<file path="src/rtl/game_status_ctrl.sv">
// Game status controller: tracks the play state, remaining lives, a saturating
// 4-digit BCD score and the post-hit invulnerability window with ship blinking.
module game_status_ctrl #(
    parameter int ASTEROID_COUNT = 10,
    parameter int LIVES          = 3,
    parameter int INVULN_FRAMES  = 120
) (
    input  logic                      clk_pix,
    input  logic                      rst,
    input  logic                      frame,
    input  logic                      start,
    input  logic                      collision,
    input  logic [ASTEROID_COUNT-1:0] asteroid_shot,
    output logic [1:0]                state,
    output logic [1:0]                lives,
    output logic [15:0]               score_bcd,
    output logic                      invuln,
    output logic                      ship_visible
);
    localparam int NW = $clog2(ASTEROID_COUNT + 1);
    localparam logic [1:0] LIVES_INIT  = 2'(LIVES);
    localparam logic [7:0] INVULN_INIT = 8'(INVULN_FRAMES);

    typedef enum logic [1:0] {
        IDLE      = 2'd0,
        PLAYING   = 2'd1,
        HIT       = 2'd2,
        GAME_OVER = 2'd3
    } state_t;

    state_t      state_reg, state_next;
    logic [1:0]  lives_reg, lives_next;
    logic [15:0] score_reg, score_next;
    logic [7:0]  counter_reg, counter_next;
    logic        invuln_reg, invuln_next;
    logic        visible_reg, visible_next;
    logic        frame_d_reg;
    logic        start_d_reg;
    logic        armed_reg;

    logic        start_edge;
    logic        sample;
    logic [NW-1:0] shot_count;
    logic [15:0] shot_ext;
    logic [3:0]  n_digit [4];
    logic [4:0]  carry;
    logic [15:0] add_sum;
    logic [15:0] score_added;

    // armed_reg blocks an edge from a button already held when reset releases
    assign start_edge = start & ~start_d_reg & armed_reg;
    assign sample     = frame_d_reg;

    always_comb begin
        shot_count = '0;
        for (int i = 0; i < ASTEROID_COUNT; i++) begin
            shot_count = shot_count + NW'(asteroid_shot[i]);
        end
    end

    assign shot_ext = 16'(shot_count);
    assign carry[0] = 1'b0;

    // Decimal digits of the hit count, then a ripple BCD add on the score
    generate
        for (genvar gi = 0; gi < 4; gi++) begin : g_bcd
            logic [4:0] raw;
            assign n_digit[gi] = 4'((shot_ext / 16'(10 ** gi)) % 16'd10);
            assign raw = {1'b0, score_reg[4*gi +: 4]} + {1'b0, n_digit[gi]} + {4'b0, carry[gi]};
            assign carry[gi+1] = (raw > 5'd9);
            assign add_sum[4*gi +: 4] = carry[gi+1] ? 4'(raw - 5'd10) : raw[3:0];
        end
    endgenerate

    assign score_added = carry[4] ? 16'h9999 : add_sum;

    always_comb begin
        state_next   = state_reg;
        lives_next   = lives_reg;
        score_next   = score_reg;
        counter_next = counter_reg;
        case (state_reg)
            IDLE: begin
                if (start_edge) begin
                    state_next = PLAYING;
                    score_next = '0;
                    lives_next = LIVES_INIT;
                end
            end
            PLAYING: begin
                if (sample) begin
                    score_next = score_added;
                    if (collision) begin
                        if (lives_reg > 2'd1) begin
                            lives_next   = lives_reg - 2'd1;
                            state_next   = HIT;
                            counter_next = INVULN_INIT;
                        end else begin
                            lives_next = '0;
                            state_next = GAME_OVER;
                        end
                    end
                end
            end
            HIT: begin
                if (sample) begin
                    score_next   = score_added;
                    counter_next = counter_reg - 8'd1;
                    if (counter_reg == 8'd1) begin
                        state_next = PLAYING;
                    end
                end
            end
            GAME_OVER: begin
                if (start_edge) begin
                    state_next = IDLE;
                    lives_next = '0;
                end
            end
            default: state_next = IDLE;
        endcase

        invuln_next  = (state_next == HIT);
        visible_next = 1'b0;
        if (state_next == PLAYING) begin
            visible_next = 1'b1;
        end else if (state_next == HIT) begin
            visible_next = counter_next[3];
        end
    end

    always_ff @(posedge clk_pix or posedge rst) begin
        if (rst) begin
            state_reg   <= IDLE;
            lives_reg   <= '0;
            score_reg   <= '0;
            counter_reg <= '0;
            invuln_reg  <= 1'b0;
            visible_reg <= 1'b0;
            frame_d_reg <= 1'b0;
            start_d_reg <= 1'b0;
            armed_reg   <= 1'b0;
        end else begin
            state_reg   <= state_next;
            lives_reg   <= lives_next;
            score_reg   <= score_next;
            counter_reg <= counter_next;
            invuln_reg  <= invuln_next;
            visible_reg <= visible_next;
            frame_d_reg <= frame;
            start_d_reg <= start;
            armed_reg   <= armed_reg | ~start;
        end
    end

    assign state        = state_reg;
    assign lives        = lives_reg;
    assign score_bcd    = score_reg;
    assign invuln       = invuln_reg;
    assign ship_visible = visible_reg;

endmodule

</file>
<file path="config.mk">
export PLATFORM = sky130hd
export DESIGN_NAME = game_status_ctrl
export DESIGN_NICKNAME = d
export VERILOG_FILES = /design/src/rtl/game_status_ctrl.sv
export SDC_FILE = /design/constraint.sdc
export NUM_CORES = 1
export LEC_CHECK = 0
export CAP_MARGIN = 5
export CORE_ASPECT_RATIO = 0.7
export CORE_MARGIN = 4
export CORE_UTILIZATION = 30
export CTS_CLUSTER_SIZE = 28
export DETAILED_ROUTE_END_ITERATION = 6
export PLACE_DENSITY = 0.61
export SLEW_MARGIN = 25
export SYNTH_ARGS = -nofsm -noshare
export SYNTH_HDL_FRONTEND = slang
export SYNTH_SLANG_ARGS = --single-unit
</file>
<file path="constraint.sdc">
create_clock -name clk_pix -period 7.3 [get_ports clk_pix]
set_input_delay 2.19 -clock clk_pix [delete_from_list [all_inputs] [get_ports clk_pix]]
set_output_delay 2.19 -clock clk_pix [all_outputs]
set_load 0.01 [all_outputs]
</file>
# Word level (Yosys, flattened, before mapping)
# Cells that the tools add are included.
[classes]
n_addsub = 21
div_mod_pow = 7
magnitude_cmp = 5
n_eq_ne = 13
mux = 28
n_bitwise = 5
n_reduce_logical = 8
[op_table]
columns = ["cell", "n"]
rows = [
  ["$mod A16 B4 Y16 const B", 3],
  ["$mux W16", 3],
  ["$mux W8", 4],
  ["$pmux W16 S2", 1],
  ["$add A4 B1 Y4", 6],
  ["$mux W2", 11],
  ["$add A4 B4 Y5", 4],
  ["$gt A5 B4 Y1 const B", 4],
  ["$div A4 B10 Y16 const B", 1],
  ["$div A4 B4 Y16 const B", 1],
  ["$div A4 B7 Y16 const B", 1],
  ["$mod A4 B4 Y16 const B", 1],
  ["$pmux W8 S2", 1],
  ["$add A5 B1 Y5", 3],
  ["$mux W4", 3],
  ["$ne A2 B2 Y1 const B", 6],
  ["$sub A4 B4 Y4 const B", 3],
  ["$reduce_and A5 Y1", 2],
  ["$eq A8 B1 Y1 const B", 1],
  ["$pmux W2 S4", 1],
  ["$sub A8 B1 Y8 const B", 1],
  ["$eq A2 B2 Y1 const B", 3],
  ["$pmux W2 S3", 1],
  ["$add A3 B1 Y4", 1],
  ["other kinds (15)", 21],
]
[totals]
ff_bits = 33
input_bits = 15
output_inout_bits = 22
wordCells = 97

# Longest topological paths before layout
# Gate-level depths: netlist of run 1.
[depth]
ltp_word = 21
ltp_mapped = 33

# Least setup slack after synthesis of run 1
# No wires, ideal clock.
[synth_path]
kind = "input port to flip-flop"
start = "input port asteroid_shot[0]"
end = "register score_reg[10], in the netlist score_bcd[10]"
setup_time_ps = 121
arrival_ps = 9581
t_required_ps = 7179
slack_ps = -2402
cell_stages = 32
cell_sequence = "inv_1 > fa_1 > fa_1 > fa_1 > inv_1 > ha_1 > inv_1 > fa_1 > xor2_1 > ha_1 > o31ai_1 > ha_1 > a21o_1 > a21oi_1 > o31ai_2 > fa_1 > ha_1 > o21ai_0 > or2_2 > a2bb2oi_2 > ha_1 > ha_1 > o21ai_0 > or2_2 > a2bb2oi_2 > ha_1 > ha_1 > o21a_1 > nor2_1 > nor3_1 > o41ai_1 > a22o_1"
[synth_between]
elab_chain_cells = 21
elab_cells_between_ends = 32
[synth_lines]
columns = ["item", "line", "rtl"]
rows = [
  ["start: declaration", "13", "input logic [ASTEROID_COUNT-1:0] asteroid_shot,"],
  ["$add A1 B1 Y2 *", "57", "shot_count = shot_count + NW'(asteroid_shot[i]);"],
  ["$add A2 B1 Y3 *", "57", ""],
  ["$add A3 B1 Y4 *", "57", ""],
  ["$add A4 B1 Y4 * (6 in series)", "57", ""],
  ["branches (longest 9 deep; another with $div A4 B10 Y16)", "-", ""],
  ["$mux W16 *", "75", "assign score_added = carry[4] ? 16'h9999 : add_sum;"],
  ["$mux W16 *", "91, 106", ""],
  ["$pmux W16 S2 *", "82", "case (state_reg)"],
  ["end signal: assignment", "146", "score_reg <= score_next;"],
  ["end: declaration", "33", "logic [15:0] score_reg, score_next;"],
]
# Mark *: on every way between the ends. The select of a mux whose other input is x is not followed.
# A chain may end at the register's enable or synchronous reset.

# Final worst setup path of run 1
[layout_path]
start = "input port asteroid_shot[5]"
end = "register score_reg[7], in the netlist score_bcd[7]"
[layout_between]
elab_chain_cells = 17
elab_cells_between_ends = 28
[layout_lines]
columns = ["item", "line"]
rows = [
  ["$add A4 B1 Y4 * (5 in series)", "57"],
  ["branches (longest 9 deep; another with $div A4 B10 Y16)", "-"],
  ["$mux W16 *", "75"],
  ["$mux W16 *", "91, 106"],
  ["$pmux W16 S2 *", "82"],
]
# Marked as above.

==> impl_metrics.csv, run 1 <==
group,metric,value,unit
logic_synthesis,yosysMostFrequentCell,"dfrtp_1",
place,hpwl,4718,µm
final_layout,largest_reg_flops,16,
sta,rsz0062_at_grt,"true",
clock_network,cts-root-buf,"clkbuf_16",
outcome,outcome,"finished, violations left",
critical_path,r2r_setup_slack,2320,ps
place,place_area,3316,µm²
clock_network,clk_pin_slew,50,ps
power,p_total,1335,µW
route,drtAntennaViolNets,0,
sta,slew_headroom,59.30,%
logic_synthesis,synth_edf_count,0,
floorplanning,start_util,31.25,%
final_layout,n_antenna_cell,0,
critical_path,required,7440,ps
logic_synthesis,yosysTopAreaCell,"dfrtp_1",
logic_synthesis,ys_seq_area_share,33.28,%
route,drt_iter0_drc,125,
sta,drv_slew,0,
final_layout,final_area,3642,µm²
logic_synthesis,netlist.area_leader.share,33.28,%
min_path,hold_path_class,"reg2reg",
sta,fin_ws,-1774,ps
final_layout,fin_nets,392,
floorplanning,io_pins,37,
final_layout,layout-drive-gt1-share,29.51,%
critical_path,worstSetupPathType,"in2reg",
floorplanning,die_x,116.7,µm
sta,fin_crit_sh,124.3,%
critical_path,max_stage_delay,530,ps
logic_synthesis,syn_inst,270,
power,vdd_drop_max,226.8,µV
place,placed_cells,431,
grt,grt_pass1_vias,2361,
logic_synthesis,syn_area_per_cell,9.189,µm²
logic_synthesis,yosysWarnings,0,
critical_path,cp_common_cell,"ha_4",
critical_path,worst_path_max_delay_cell,"fa_1",
logic_synthesis,synthTopCellsByCount,"dfrtp_1, inv_1, nor2_1",
floorplanning,rows,27,
clock_network,cts_tree,"done",
critical_path,cp-start-kind,"input port",
floorplanning,die_h,84.09,µm
critical_path,r2r-start,"score_bcd[0]$_DFFE_PP0P_",
sta,fmax,110.2,MHz
final_layout,syn_to_final_growth,46.80,%
grt,grt_usage,14.28,%
floorplanning,core-area,7939,µm²
sta,min_period,9074,ps
final_layout,finish.utilization,45.88,%
logic_synthesis,synth_cell_types,51,
min_path,hp-start,"armed_reg$_DFF_PP0_",
grt,grt_pass1_wl,11320,µm
sta,finalSetupViolCount,16,
logic_synthesis,ys_ff_latch,33,
clock_network,clock_latency,280,ps
power,p_per_area,366.5,nW/µm²
place,io_buffer_count,36,
logic_synthesis,synth_area,2481,µm²
critical_path,worst_setup_path_end_kind,"register",
logic_synthesis,async_flop_share,100.0,%
critical_path,critical_path.endpoint,"score_bcd[7]$_DFFE_PP0P_",
place,gp_congestion,0.8549,
job,max-cap-violations,0,
route,wl_per_cell,14.59,µm
clock_network,cts.htree.levels,2,
route,viasPerCell,5.064,
logic_synthesis,ys_top_cells_by_area,"dfrtp_1, ha_1, fa_1, o21ai_0, inv_1",
min_path,hold_path_depth,1,
clock_network,ctsHoldBuffers,0,
final_layout,fin_cells,450,
critical_path,cpLargestDelayFamily,"adder cells",
outcome,failed_checks,"setup timing",
critical_path,critPathMaxFanout,5,
critical_path,reg2regPathDepth,23,
route,wl,6566,µm
sta,final.setup_skew,2.594,ps
grt,grt-ovfl-total,0,
floorplanning,die-area,9812,µm²
critical_path,cp.arrival,9220,ps
critical_path,cp_num_buf_inv,5,
critical_path,cp-startpoint,"asteroid_shot[5]",
grt,grt_max_degree,34,
route,vias,2279,
clock_network,cts.path.max_buffers,2,
route,drc,0,
sta,hold_viol_final,0,
clock_network,cts_inserted_buffers,5,
critical_path,crit-reg2reg-capture,"score_bcd[7]$_DFFE_PP0P_",
power,leakagePower,0.001578,µW
sta,holdWs,472.9,ps
logic_synthesis,synth_nets,314,
sta,tightest_slew,605.9,ps
critical_path,cp.depth,34,
grt,antenna_found_initial,0,
logic_synthesis,synth_ff_type,"dfrtp_1",
route,drt-pass1-iter-count,4,
clock_network,cts.sinks,33,
## cell families after synthesis
group	synth area share, %
flops	33.28
mux	3.328
buf+inv	4.891
xor+xnor	3.177
simple gates	16.99
fa+ha+maj	17.04
compound gates	21.28
## power breakdown
| group | internal [µW] | leakage, µW | switching, µW |
|---|---|---|---|
| clock | 125 | 0.0000706 | 75.4 |
| sequential | 225 | 0.000436 | 43.1 |
| combinational | 422 | 0.00107 | 444 |
| total | 772 | 0.00158 | 562 |
## repair_timing
action	CTS	global route
endpoints found under the setup margin	16	16
pin swaps	33	10
gates resized for setup	47	5
cloned	0	0
setup buffers	8	3
## cells in the final DEF, fill, tap and decap left out, types with 8 or more instances in the layout
master,n
inv_1,24
nand2b_1,9
nor2_1,20
dfrtp_1,33
ha_1,15
a22o_1,8
buf_4,34
clkdlybuf4s50_1,30
nand2_1,23
o21ai_0,12
## layout make-up
type,count,area (µm²)
Timing Repair Buffer,76,659.4
Inverter,26,97.59
Sequential cell,33,825.8
Tap cell,101,126.4
Clock inverter,2,10.01
Clock buffer,6,128.9
Multi-Input combinational cell,206,1794
Fill cell,723,4297
## how the worst min path moves through the flow
| stage | end | slack (ps) |
|---|---|---|
| 2_1_floorplan | armed_reg$_DFF_PP0_ | 440 |
| 3_3_place_gp | armed_reg$_DFF_PP0_ | 450 |
| 3_5_place_dp | armed_reg$_DFF_PP0_ | 450 |
| 4_1_cts | armed_reg$_DFF_PP0_ | 470 |
| 5_1_grt | armed_reg$_DFF_PP0_ | 510 |
| 6_report | armed_reg$_DFF_PP0_ | 470 |
## per-layer routing
layer,vias to the layer above,share of wire (%),global-route usage (%)
met5,-,0,0
met1,1119,51,20.56
li1,1111,-,-
met4,0,1.5,4.896
met2,41,46,21.37
met3,8,2.3,2.464
## metrics by stage
stage / setup slack [ps] / setup TNS, ps
6_report: -1774 / -26870
4_1_cts: -1838 / -27760
3_3_place_gp: -2331 / -35900
3_5_place_dp: -2542 / -39050
5_1_grt: -2054 / -31160
2_1_floorplan: -1820 / -27170
Note: power is estimated with default switching activity, not from simulation.
==> run 2, diff against run 1 <==
--- a/config.mk
+++ b/config.mk
@@ -5,6 +5,8 @@
 export SDC_FILE = /design/constraint.sdc
 export NUM_CORES = 1
 export LEC_CHECK = 0
+export ABC_AREA = 1
+export ABC_CLOCK_PERIOD_IN_PS = 10300
 export CAP_MARGIN = 5
 export CORE_ASPECT_RATIO = 0.7
 export CORE_MARGIN = 4
==> constraint.sdc (replaced) <==
create_clock -name clk_pix -period 10.3 [get_ports clk_pix]
set_input_delay 3.09 -clock clk_pix [delete_from_list [all_inputs] [get_ports clk_pix]]
set_output_delay 3.09 -clock clk_pix [all_outputs]
set_load 0.01 [all_outputs]
==> run 2 against run 1 <==
The flow now finishes without violations. Clock skew is 1.7 ps higher. Final area is 6.8% lower. Worst setup slack better by 2100 ps. Combinational power fell by 33%. Via count is 2.5% lower. Area after synthesis is 0.96% lower. Sequential share of layout area rose by 1.7 points. Clock-buffer cell count up 1. Critical path type unchanged. Largest cell class unchanged. Largest power group unchanged.
==> impl_metrics.csv, run 2 <==
group,metric,value,unit
sta,fin_crit_sh,96.39,%
min_path,hold_path_depth,2,
critical_path,max_stage_delay,520,ps
final_layout,fin_nets,433,
route,drt-pass1-iter-count,4,
floorplanning,die-area,9726,µm²
critical_path,reg2regPathDepth,28,
place,gp_congestion,0.8182,
grt,grt_max_degree,34,
logic_synthesis,synth_area,2457,µm²
clock_network,cts_inserted_buffers,5,
final_layout,layout_common_cells,"nand2_1, inv_1, clkdlybuf4s50_1",
clock_network,cts-root-buf,"clkbuf_16",
critical_path,crit-reg2reg-capture,"score_bcd[5]$_DFFE_PP0P_",
grt,grt_pass1_vias,2105,
logic_synthesis,ys_ff_latch,33,
route,drc,0,
logic_synthesis,synth_ff_type,"dfrtp_1",
floorplanning,core-area,7905,µm²
min_path,whs_endpoint,"armed_reg$_DFF_PP0_",
floorplanning,io_pins,37,
grt,antenna_found_initial,0,
clock_network,cts.sinks,33,
critical_path,cpLargestDelayFamily,"adder cells",
route,drtAntennaViolNets,0,
logic_synthesis,yosysTopAreaCell,"dfrtp_1",
job,max-cap-violations,0,
logic_synthesis,yosysWarnings,0,
sta,drv_slew,0,
route,wl_per_cell,12.30,µm
floorplanning,die_h,83.72,µm
logic_synthesis,syn_inst,329,
sta,min_period,9928,ps
critical_path,worst_path_max_delay_cell,"fa_1",
final_layout,finish.utilization,42.94,%
sta,slew_headroom,63.42,%
clock_network,cts.path.max_buffers,2,
clock_network,ctsHoldBuffers,0,
power,leakagePower,0.001731,µW
critical_path,cp_num_buf_inv,5,
critical_path,r2r_setup_slack,5830,ps
grt,grt_pass1_wl,9798,µm
floorplanning,rows,27,
clock_network,clock_latency,280,ps
min_path,hp-start,"armed_reg$_DFF_PP0_",
final_layout,syn_to_final_growth,38.14,%
critical_path,worstSetupPathType,"in2reg",
critical_path,cp.arrival,10140,ps
sta,finalSetupViolCount,0,
critical_path,required,10510,ps
floorplanning,die_x,116.2,µm
power,vdd_drop_max,107.6,µV
clock_network,clk_pin_slew,50,ps
clock_network,cts.htree.levels,2,
logic_synthesis,synth_edf_count,0,
logic_synthesis,ys_seq_area_share,33.60,%
logic_synthesis,ys_top_cells_by_area,"dfrtp_1, nand2_1, ha_1, inv_1, fa_1",
critical_path,critPathMaxFanout,8,
logic_synthesis,syn_area_per_cell,7.469,µm²
place,hpwl,4543,µm
grt,grt-ovfl-total,0,
sta,fmax,100.7,MHz
power,p_per_area,271.5,nW/µm²
final_layout,n_antenna_cell,0,
grt,grt_usage,12.63,%
sta,tightest_slew,547.4,ps
floorplanning,start_util,31.09,%
critical_path,cp-start-kind,"input port",
critical_path,worst_setup_path_end_kind,"register",
logic_synthesis,yosysMostFrequentCell,"nand2_1",
sta,hold_viol_final,0,
power,p_total,921.7,µW
critical_path,cp_common_cell,"nand2_1",
clock_network,cts_tree,"done",
logic_synthesis,synth_cell_types,26,
place,io_buffer_count,36,
route,viasPerCell,4.537,
final_layout,layout-drive-gt1-share,15.17,%
critical_path,r2r-start,"score_bcd[0]$_DFFE_PP0P_",
outcome,outcome,"completed",
logic_synthesis,synthTopCellsByCount,"nand2_1, inv_1, dfrtp_1",
logic_synthesis,synth_nets,373,
logic_synthesis,netlist.area_leader.share,33.60,%
route,vias,2223,
final_layout,largest_reg_flops,16,
route,wl,6027,µm
route,drt_iter0_drc,191,
final_layout,fillers,795,
sta,final.setup_skew,4.320,ps
final_layout,final_common_cell,"nand2_1",
logic_synthesis,async_flop_share,100.0,%
min_path,hold_path_class,"reg2reg",
-- run 2: cell types whose count changed after synthesis, sizes merged, moves of 8 or more --
cell	change
nand2	+89
inv	+30
nand3	+27
nand2b	-10
a22o	-8
nor2	-10
-- run 2: timing repair --
item | CTS | global route
setup buffers | 0 | 5
hold endpoints to repair | 0 | 0
resized for setup | 0 | 36
setup endpoints to repair | 0 | 16
-- run 2: per-layer routing --
| metal | track usage, % | vias up | wire length [µm] |
|---|---|---|---|
| met5 | 0 | - | 0 |
| met4 | 3.688 | 0 | 85 |
| met3 | 3.478 | 7 | 268 |
| met2 | 17.44 | 38 | 2532 |
| met1 | 18.93 | 1025 | 3140 |
| li1 | - | 1153 | - |
-- run 2: worst register-to-register path, delay by kind of cell, from the launching register on --
family        cells  cell delay (ps)
buf+inv           1              140
fa+ha+maj         8             1940
xor+xnor          4              690
flops             1              390
simple gates     15             1260
-- run 2: layout make-up --
| class | count | area, µm² | share of cell area (%) |
|---|---|---|---|
| Timing Repair Buffer | 55 | 518.0 | 15.26 |
| Inverter | 56 | 210.2 | 6.192 |
| Tap cell | 101 | 126.4 | 3.723 |
| Sequential cell | 33 | 825.8 | 24.33 |
| Clock buffer | 7 | 142.6 | 4.202 |
| Multi-Input combinational cell | 238 | 1572 | 46.30 |
-- run 2: power breakdown --
group / internal (µW) / leakage, µW / total [µW] / switching [µW]
clock network: 94.9 / 0.0000700 / 148 / 53.3
logic: 258 / 0.00123 / 580 / 322
registers: 163 / 0.000436 / 194 / 30.4
-- run 2: worst max path at each step --
stage	slack, ps	endpoint	from	cells after the start
2_1_floorplan	530	score_bcd[11]$_DFFE_PP0P_	asteroid_shot[0]	38
3_3_place_gp	50	score_bcd[6]$_DFFE_PP0P_	asteroid_shot[0]	38
3_5_place_dp	-230	score_bcd[1]$_DFFE_PP0P_	asteroid_shot[0]	38
4_1_cts	30	score_bcd[1]$_DFFE_PP0P_	asteroid_shot[0]	38
5_1_grt	-40	score_bcd[4]$_DFFE_PP0P_	asteroid_shot[3]	37
6_report	370	score_bcd[5]$_DFFE_PP0P_	asteroid_shot[7]	39
-- run 2: through the flow --
| step | std cells | TNS [ps] | setup slack [ps] | hold WS, ps | area (µm²) |
|---|---|---|---|---|---|
| after floorplan | 329 | 0 | 526.6 | 426.9 | 2457 |
| after global placement | 478 | 0 | 46.63 | 438.9 | 3033 |
| after detailed placement | 478 | -3156 | -227.9 | 447.7 | 3033 |
| after CTS | 485 | 0 | 29.09 | 459.7 | 3176 |
| after global routing | 490 | -277.4 | -42.67 | 507.7 | 3395 |
| final | 490 | 0 | 371.7 | 456.9 | 3395 |
-- run 2: cells by family after synthesis --
| kind of cell | Yosys count | share of synthesized area, % |
|---|---|---|
| AND/OR/NAND/NOR | 164 | 28.05 |
| buffers and inverters | 58 | 9.216 |
| flip-flops | 33 | 33.60 |
| AO/OA/AOI/OAI | 32 | 6.925 |
| adder cells (fa/ha/maj) | 29 | 17.21 |
| XOR/XNOR | 12 | 4.583 |
| multiplexers | 1 | 0.4073 |
==> run 3, diff against run 2 <==
--- a/config.mk
+++ b/config.mk
@@ -13,6 +13,7 @@
 export CORE_UTILIZATION = 30
 export CTS_CLUSTER_SIZE = 28
 export DETAILED_ROUTE_END_ITERATION = 6
+export HOLD_SLACK_MARGIN = 0.08
 export PLACE_DENSITY = 0.61
 export SLEW_MARGIN = 25
 export SYNTH_ARGS = -nofsm -noshare
==> results of run 3 <==
The final DEF is identical to that of run 2; final timing and power are the same.
